### src/rtl/shift_pkg.sv
// Shared definitions for the universal shift register: operation select encodings.
package shift_pkg;

  typedef enum logic [2:0] {
    MODE_HOLD  = 3'b000,
    MODE_SHL   = 3'b001,
    MODE_SHR   = 3'b010,
    MODE_ROL   = 3'b011,
    MODE_ROR   = 3'b100,
    MODE_LOAD  = 3'b101,
    MODE_RSV6  = 3'b110,
    MODE_RSV7  = 3'b111
  } mode_e;

endpackage

### src/rtl/sat_counter.sv
// Saturating up-counter: clears on RESET or CLR, counts INC pulses and sticks at MAX.
module sat_counter #(
  parameter int MAX = 16,
  parameter int CW  = $clog2(MAX + 1)
) (
  input  logic          CLK,
  input  logic          RESET,
  input  logic          CLR,
  input  logic          INC,
  output logic [CW-1:0] COUNT
);

  localparam logic [CW-1:0] MAX_C = CW'(MAX);

  logic [CW-1:0] count_r;

  // Count register; clear wins over increment, increment stops at MAX.
  always_ff @(posedge CLK) begin
    if (RESET) begin
      count_r <= {CW{1'b0}};
    end else if (CLR) begin
      count_r <= {CW{1'b0}};
    end else if (INC && (count_r != MAX_C)) begin
      count_r <= count_r + {{(CW-1){1'b0}}, 1'b1};
    end else begin
      count_r <= count_r;
    end
  end

  assign COUNT = count_r;

endmodule

### src/rtl/universal_shift_register.sv
// Universal shift register: hold, shift/rotate left/right and parallel load, with a
// registered serial-out bit and a saturating count of shift/rotate operations.
module universal_shift_register
  import shift_pkg::*;
#(
  parameter int               WIDTH       = 16,
  parameter logic [WIDTH-1:0] RESET_VALUE = {WIDTH{1'b0}},
  parameter int               CW          = $clog2(WIDTH + 1)
) (
  input  logic             CLK,
  input  logic             RESET,
  input  logic             EN,
  input  logic [2:0]       MODE,
  input  logic             SER_IN,
  input  logic [WIDTH-1:0] LOAD_DATA,
  output logic [WIDTH-1:0] OUT,
  output logic             SER_OUT,
  output logic [CW-1:0]    COUNT,
  output logic             DONE
);

  localparam logic [CW-1:0] FULL_C = CW'(WIDTH);

  mode_e            mode_s;
  logic [WIDTH-1:0] data_r;
  logic [WIDTH-1:0] next_data_s;
  logic             ser_out_r;
  logic             next_ser_s;
  logic             inc_s;
  logic             clr_s;
  logic [CW-1:0]    count_s;

  assign mode_s = mode_e'(MODE);

  // Next-state selection for data, serial-out bit and counter controls.
  always_comb begin
    next_data_s = data_r;
    next_ser_s  = ser_out_r;
    inc_s       = 1'b0;
    clr_s       = 1'b0;
    if (EN) begin
      case (mode_s)
        MODE_SHL: begin
          next_data_s = {data_r[WIDTH-2:0], SER_IN};
          next_ser_s  = data_r[WIDTH-1];
          inc_s       = 1'b1;
        end
        MODE_SHR: begin
          next_data_s = {SER_IN, data_r[WIDTH-1:1]};
          next_ser_s  = data_r[0];
          inc_s       = 1'b1;
        end
        MODE_ROL: begin
          next_data_s = {data_r[WIDTH-2:0], data_r[WIDTH-1]};
          next_ser_s  = data_r[WIDTH-1];
          inc_s       = 1'b1;
        end
        MODE_ROR: begin
          next_data_s = {data_r[0], data_r[WIDTH-1:1]};
          next_ser_s  = data_r[0];
          inc_s       = 1'b1;
        end
        MODE_LOAD: begin
          next_data_s = LOAD_DATA;
          next_ser_s  = 1'b0;
          clr_s       = 1'b1;
        end
        default: begin
          next_data_s = data_r;
          next_ser_s  = ser_out_r;
        end
      endcase
    end else begin
      next_data_s = data_r;
      next_ser_s  = ser_out_r;
    end
  end

  // Data and serial-out registers; reset overrides any pending operation.
  always_ff @(posedge CLK) begin
    if (RESET) begin
      data_r    <= RESET_VALUE;
      ser_out_r <= 1'b0;
    end else begin
      data_r    <= next_data_s;
      ser_out_r <= next_ser_s;
    end
  end

  sat_counter #(
    .MAX (WIDTH),
    .CW  (CW)
  ) u_sat_counter (
    .CLK   (CLK),
    .RESET (RESET),
    .CLR   (clr_s),
    .INC   (inc_s),
    .COUNT (count_s)
  );

  assign OUT     = data_r;
  assign SER_OUT = ser_out_r;
  assign COUNT   = count_s;
  assign DONE    = (count_s == FULL_C);

endmodule

### config.mk
export PLATFORM = sky130hd
export DESIGN_NAME = universal_shift_register
export DESIGN_NICKNAME = d
export VERILOG_FILES = /design/src/rtl/shift_pkg.sv /design/src/rtl/sat_counter.sv /design/src/rtl/universal_shift_register.sv
export SDC_FILE = /design/constraint.sdc
export NUM_CORES = 1
export LEC_CHECK = 0
export BUFFER_PORTS_ARGS = -buffer_cell sky130_fd_sc_hd__buf_4
export CAP_MARGIN = 30
export CORE_MARGIN = 2
export CORE_UTILIZATION = 55
export CTS_CLUSTER_SIZE = 10
export DETAILED_ROUTE_END_ITERATION = 10
export HOLD_SLACK_MARGIN = 0.15
export MAX_ROUTING_LAYER = met4
export PLACE_DENSITY = 0.89
export SYNTH_ARGS = -nofsm -noshare
export SYNTH_HDL_FRONTEND = slang
export SYNTH_SLANG_ARGS = --single-unit
### constraint.sdc
create_clock -name CLK -period 2.6 [get_ports CLK]
set_clock_uncertainty 0.15 [all_clocks]
set_input_delay 0.65 -clock CLK [delete_from_list [all_inputs] [get_ports CLK]]
set_output_delay 0.65 -clock CLK [all_outputs]
set_load 0.05 [all_outputs]
**Yosys cells after proc, flatten, opt, wreduce, memory -nomap -nowiden**

Index checks and enable logic that the tools add are counted.

- Register bits: 22
- Output and inout bits: 23
- Word-level logic and storage cells: 26

- $add $sub $neg: 1
- Eq/ne operators: 7
- Mux-type cells: 6
- Reductions and logical operators: 9

Operators by type and width:

| operator | number |
|---|---|
| 16-bit case mux with 5 select lines | 1 |
| 3-bit by 2-bit equality test with 1-bit output, second input constant | 2 |
| 3-bit equality test, second input constant | 2 |
| 2-bit OR reduction | 3 |
| 5-bit by 1-bit adder with 5-bit output, second input constant | 1 |
| 5-bit equality test, second input constant | 1 |
| 5-bit != test, second input constant | 1 |
| 5-bit nonzero test | 1 |
| 1-bit two-way mux | 4 |
| 2-bit AND reduction | 2 |
| 4-bit OR reduction | 1 |
| 3-bit by 1-bit equality test with 1-bit output, second input constant | 1 |
| 1-bit case mux with 3 select lines | 1 |
| 3-bit nonzero test | 1 |
| 1-bit logical AND | 1 |

**Logic depth before layout (Yosys ltp)**

Gate-level depths: netlist (run 1).

- Word-level depth: 5
- Gate-level depth with buffers: 6

**Hierarchy**

Synthesis (run 1) repeated with hierarchy kept, for this count alone.

- Cell total of the unflattened synthesis: 155
- Area total of the unflattened synthesis: 1306.3 um2

By module, submodules not included:

| module | instances | cells each | area each (um2) |
|---|---|---|---|
| universal_shift_register | 1 | 126 | 1043.5 |
| sat_counter | 1 | 29 | 262.8 |

**Least setup slack after synthesis (run 1)**

No wires, ideal clock.

- Path type: reg-to-output
- Start point: register u_sat_counter.count_r[0] (netlist: u_sat_counter.COUNT[0])
- End point: output port DONE
- Arrival time: 1.576 ns
- Slack: 0.224 ns
- Stages on the path, launching flop included: 5
- Path buffers: 0
- Path through: dfxtp_1 -> inv_1 -> ha_1 -> nand2_1 -> nor2_1

- Cells in the longest elaborated chain, start to end: 1

RTL lines:

| what | RTL line | text |
|---|---|---|
| start, declared | sat_counter.sv:15 | `logic [CW-1:0] count_r;` |
| start signal, assigned | sat_counter.sv:20 | `count_r <= {CW{1'b0}};` |
| start signal, assigned | sat_counter.sv:22 | `count_r <= {CW{1'b0}};` |
| start signal, assigned | sat_counter.sv:24 | `count_r <= count_r + {{(CW-1){1'b0}}, 1'b1};` |
| 5-bit equality test | universal_shift_register.sv:104 | `assign DONE = (count_s == FULL_C);` |
| end, declared | universal_shift_register.sv:19 | `output logic DONE` |

Every way passes these cells.

**Worst setup path after layout (run 1)**

Ends and elaborated chain as after synthesis.

==> results of run 1 <==
[per-stage QoR]
step | worst slack, ns | hold WS (ns) | util [%]
final | 0.4183 | 0.3651 | 72.82
after global routing | 0.3377 | 0.3818 | 72.82
after CTS | 0.4260 | 0.3654 | 72.82
after floorplan | 0.2236 | 0.5656 | -
after global placement | 0.5346 | 0.3310 | 71.37
after detailed placement | 0.4803 | 0.3459 | 71.37
[cell type report]
cell class,instances,area (um^2)
clock buffers,4,36.28
fillers,202,679.4
inverters,5,18.77
multi-input cells,137,927.1
flip-flops and latches,22,440.4
well taps,30,37.54
repair buffers,48,360.3
[flip-flops by register name, indices dropped and copies added, names as in the netlist]
| register | cells |
|---|---|
| u_sat_counter.COUNT | 5 |
| OUT | 16 |
| SER_OUT | 1 |
[layer usage]
layer  up-vias  part of all wire, %
met1       687                   42
li1        722                    -
met3         9                  7.9
met4         0                  1.3
met5         -                    0
met2        65                   48
[worst max path at each step]
| stage | startpoint | end | cells after the start |
|---|---|---|---|
| after floorplan | u_sat_counter.COUNT[0]$_SDFFE_PP0P_ | DONE | 4 |
| after global placement | MODE[2] | OUT[1]$_SDFFE_PP0P_ | 5 |
| after detailed placement | MODE[2] | OUT[14]$_SDFFE_PP0P_ | 5 |
| after CTS | u_sat_counter.COUNT[0]$_SDFFE_PP0P_ | DONE | 5 |
| after global routing | u_sat_counter.COUNT[0]$_SDFFE_PP0P_ | DONE | 5 |
| final | u_sat_counter.COUNT[0]$_SDFFE_PP0P_ | DONE | 5 |
[critical path: cells and delay by family, from the launching register on]
| family | cells | cell delay [ns] |
|---|---|---|
| DFF | 1 | 0.39 |
| buffers and inverters | 2 | 0.26 |
| and+or+nand+nor | 2 | 0.19 |
| adders and majority gates | 1 | 0.21 |
[cells by family (layout without fill, tap and decap cells)]
| logic type | after synthesis | in the layout | share of synthesized area [%] |
|---|---|---|---|
| buffers and inverters | 19 | 57 | 7.294 |
| DFF | 22 | 22 | 29.86 |
| xor gates and xnor gates | 4 | 4 | 2.375 |
| and+or+nand+nor | 70 | 70 | 28.50 |
| muxes | 2 | 2 | 1.442 |
| adders and majority gates | 2 | 2 | 1.696 |
| AOI/OAI and AO/OA | 59 | 59 | 28.84 |
[synthesized netlist by cell type (4+ instances only)]
master / count
nand2_1: 4
o21ai_0: 17
dfxtp_1: 22
a21oi_1: 4
clkbuf_1: 6
nor2b_1: 16
nand2b_1: 16
nor2_1: 8
o2bb2ai_1: 15
a31oi_1: 15
nor3_1: 14
inv_1: 5
[where the power goes]
part | switching, uW | total [uW] | internal, uW
clock | 108 | 194 | 85.7
combinational | 171 | 277 | 106
sequential | 23.2 | 381 | 358
total | 302 | 852 | 550
==> results.cfg, run 1 <==
[global_routing]
antenna_found_initial = 0
grtUsageMet2_pct = 39.97
grt_pass1_wl_um = 6320
gr-max-usage-layer = met2
grt_usage_pct = 25.40
grt_max_degree = 42
grt_use_met1_pct = 32.05
met3_usage_pct = 5.116
grt_pass1_vias = 1384
grt_overflow_total = 0

[synth]
yosysSeqAreaShare_pct = 29.86
synth_area_leader_cell = dfxtp_1
ys.flop_type = dfxtp_1
synthArstFlopShare_pct = 0
synth.distinct_cells = 37
synth-edff-count = 0
ys_seq_elements = 22
syn_nets = 203
yosys_warnings = 0
synth_area_leaders = dfxtp_1 (30%), o2bb2ai_1 (8.9%), nand2b_1 (6.8%)
synth_area_um2 = 1475
synth.avg_cell_area_um2 = 8.287
yosysTopAreaCellShare_pct = 29.86
syn_inst = 178

[route]
drc = 0
route.vias.total = 1483
drt-initial-drc-count = 69
routed_via_density = 6.028
firstDrtPassIters = 4
final_antenna_net_count = 0
wirelength_um = 3794
routedWlPerCell_um = 15.42

[clock_network]
h-tree-depth = 1
cts_max_path_buffers = 2
cts_tree = done
cts_made_buffers = 3
post_cts_buffers = 0
clk_pin_slew_worst_paths_ns = 0.12
ctsResizeCount = 0
clk_latency_ns = 0.32
cts-root-buf = clkbuf_4
cts.sink_count = 22
cts_hold_buf = 0

[floorplanning]
ios = 46
num_rows = 18
initial_core_util_pct = 59.01
dieArea_um2 = 3113
die_w_um = 55.79
die_y_um = 55.79
coreArea_um2 = 2500

[flow_run]
drv_cap = 0

[power_and_ir_drop]
ir_drop_mv = 0.3121
powerDensity_nw_per_um2 = 467.9
p_leak_uw = 0.0007456
power_uw = 851.8

[place]
dp_hpwl_um = 2647
dp.cells = 242
placed_cell_area_um2 = 1784
gp_congestion = 0.8288
portBuffers = 45

[worst_setup_path]
cp_cell_sequence = inv_1, ha_1, nand2_1, nor2_1, buf_4
worst_ep_required_time_ns = 1.80
critPathMaxFanout = 4
critPathCaptureType = primary output
worstSetupPathType = flop to primary output
r2r_setup_slack_ns = 0.94
startpoint_type = flop
critPathSlowestCell = dfxtp_1
critical_path_arrival_ns = 1.38
reg2regPathDepth = 6
timing.rr.end = u_sat_counter.COUNT[2]$_SDFFE_PP0P_
r2r-start = u_sat_counter.COUNT[0]$_SDFFE_PP0P_
max_stage_delay_ns = 0.39

[hold_path]
hold_depth = 1
hold_end = OUT[7]$_SDFFE_PP0P_
hold_class = flop to flop
holdCritStartpoint = OUT[7]$_SDFFE_PP0P_

[sta]
fin_crit_sh_pct = 83.91
worst_pin_slew_ns = 0.3911
layout_min_cycle_time_ns = 2.182
clock.fmax_mhz = 458.4
setup_viol = 0
tns_ns = 0
rsz0062_at_grt = false
relSlewSlack_pct = 73.92
drv_slew = 0
finalHoldViolCount = 0

[cells_and_area]
finalInstanceArea_um2 = 1821
layout_common_cells = buf_4 (48), dfxtp_1 (22), o21ai_0 (17), nand2b_1 (16), nor2b_1 (16)
drive_above_1_share_pct = 28.70
nNetsFinal = 242
final_common_cell = buf_4
n_antenna_cell = 0
final_cell_count_no_fill = 246
areaGrowthSynthToFinish_pct = 23.41

[run_status]
status = complete, no violations
Note: power is estimated with default switching activity, not from simulation.
==> inputs of run 2 (changes only) <==
--- a/config.mk
+++ b/config.mk
@@ -8,12 +8,12 @@
 export BUFFER_PORTS_ARGS = -buffer_cell sky130_fd_sc_hd__buf_4
 export CAP_MARGIN = 30
 export CORE_MARGIN = 2
-export CORE_UTILIZATION = 55
+export CORE_UTILIZATION = 46
 export CTS_CLUSTER_SIZE = 10
 export DETAILED_ROUTE_END_ITERATION = 10
 export HOLD_SLACK_MARGIN = 0.15
 export MAX_ROUTING_LAYER = met4
-export PLACE_DENSITY = 0.89
+export PLACE_DENSITY = 0.8
 export SYNTH_ARGS = -nofsm -noshare
 export SYNTH_HDL_FRONTEND = slang
 export SYNTH_SLANG_ARGS = --single-unit
==> constraint.sdc (replaced) <==
create_clock -name CLK -period 2 [get_ports CLK]
set_clock_uncertainty 0.15 [all_clocks]
set_input_delay 0.5 -clock CLK [delete_from_list [all_inputs] [get_ports CLK]]
set_output_delay 0.5 -clock CLK [all_outputs]
set_load 0.05 [all_outputs]
==> run 2 against run 1 <==
Compared with the run above: clock-buffer cell count shrank 1; final cell count grew 6.9%; wire length shrank 4.3%; power grew 25%; register-to-register slack lost 0.54 ns; largest power group unchanged.
==> results.cfg, run 2 (same netlist as run 1, synthesis figures left out) <==
[run_status]
status = complete, no violations

[sta]
tns_ns = 0
setup_slack_ns = 0.04873
relSlewSlack_pct = 80.36
clock.fmax_mhz = 512.5
drv_slew = 0
rsz0062_at_grt = false
worst_pin_slew_ns = 0.2938
finalHoldViolCount = 0
layout_min_cycle_time_ns = 1.951
setup_viol = 0
fin_crit_sh_pct = 97.56

[clock_network]
cts-root-buf = clkbuf_4
cts_made_buffers = 3
clk_pin_slew_worst_paths_ns = 0.12
cts_max_path_buffers = 2
clk_latency_ns = 0.31
cts_hold_buf = 0
h-tree-depth = 1
cts_tree = done
cts.sink_count = 22

[global_routing]
antenna_found_initial = 0
grt_pass1_wl_um = 5954
grt_pass1_vias = 1323
grt_usage_pct = 21.48
grt_max_degree = 27
grt_overflow_total = 0

[floorplanning]
die_w_um = 60.63
ios = 46
initial_core_util_pct = 48.32
num_rows = 20
die_y_um = 60.63
coreArea_um2 = 3053
dieArea_um2 = 3676

[route]
route.vias.total = 1425
routed_via_density = 5.418
wirelength_um = 3632
drt-initial-drc-count = 68
routedWlPerCell_um = 13.81
firstDrtPassIters = 6
drc = 0
final_antenna_net_count = 0

[cells_and_area]
nNetsFinal = 246
fillerInstances = 295
multi_input_area_um2 = 939.7
final_util_pct = 61.52
final_common_cell = buf_4
drive_above_1_share_pct = 32.42
seq_area_um2 = 444.2
largest_register_ffs = 16
areaGrowthSynthToFinish_pct = 27.31
layout_common_cells = buf_4 (51), dfxtp_1 (19), o21ai_0 (17), nand2b_1 (16), nor2b_1 (16)
n_antenna_cell = 0

[power_and_ir_drop]
p_leak_uw = 0.0007620
pwr-share-seq_pct = 46.4
pwr-share-comb_pct = 34.5
p_sw_uw = 385.0
intPower_uw = 681.2
swShare_pct = 36.11
ir_drop_mv = 0.2907
clockPowerShare_pct = 19.2
powerDensity_nw_per_um2 = 567.7

[place]
dp_hpwl_um = 2544
gp_congestion = 0.8146
portBuffers = 45
pre_cts_ws_ns = 0.1652

[worst_setup_path]
critPathCaptureType = primary output
startpoint_type = flop
worstSetupPathType = flop to primary output
critical_path_arrival_ns = 1.30
worst_ep_required_time_ns = 1.35
critPathMaxFanout = 6

[hold_path]
hold_class = input port to flop

[flow_run]
drv_cap = 0
## run 2: per-layer routing
metal	up-vias	wire [um]	global-route usage [%]
li1	727	-	-
met5	-	0	-
met2	39	1693	34.10
met1	655	1728	28.87
met4	0	34	5.590
met3	4	176	2.772
## run 2: critical path, stage by stage (launching register included)
cell     delay [ns]
dfxtp_2        0.36
or2_2          0.35
nor2_4         0.13
buf_8          0.15
## run 2: power groups by stage
stage	clock network [uW]	logic [uW]	registers [uW]
3_5_place_dp	0	363	503
6_report	205	367	494
4_1_cts	206	365	494
5_1_grt	228	398	499
3_3_place_gp	0	357	503
2_1_floorplan	0	165	589
## run 2: final cells by class
type                       count  share of cell area, %
inverter                       5                 0.9993
clock buffer                   3                  1.199
tap                           44                  2.931
timing repair buffer          52                  21.19
sequential                    22                  23.65
multi-input combinational    137                  50.03
## run 2: worst paths after layout
kind,cells after the start,to,slack [ns],startpoint
worst min-delay path,2,OUT[15]$_SDFFE_PP0P_,0.27,RESET
worst min register to register,1,OUT[6]$_SDFFE_PP0P_,0.36,OUT[6]$_SDFFE_PP0P_
worst max-delay path,3,DONE,0.05,u_sat_counter.COUNT[2]$_SDFFE_PP0P_
worst max register to register,6,u_sat_counter.COUNT[2]$_SDFFE_PP0P_,0.40,u_sat_counter.COUNT[0]$_SDFFE_PP0P_
## run 2: per-stage QoR
stage / hold slack, ns / std cells / total power, uW / cell area, um^2
6_report: 0.2730 / 263 / 1066 / 1878
5_1_grt: 0.2686 / 263 / 1124 / 1878
4_1_cts: 0.2729 / 262 / 1065 / 1858
3_5_place_dp: 0.3397 / 259 / 866.1 / 1832
3_3_place_gp: 0.3336 / 259 / 859.6 / 1832
2_1_floorplan: 0.4224 / 178 / 754.1 / 1483
## run 2: what timing repair did
item / CTS / global route
pin swaps: 0 / 1
setup buffers: 0 / 1
setup endpoints to repair: 1 / 1
gates resized for setup: 2 / 5
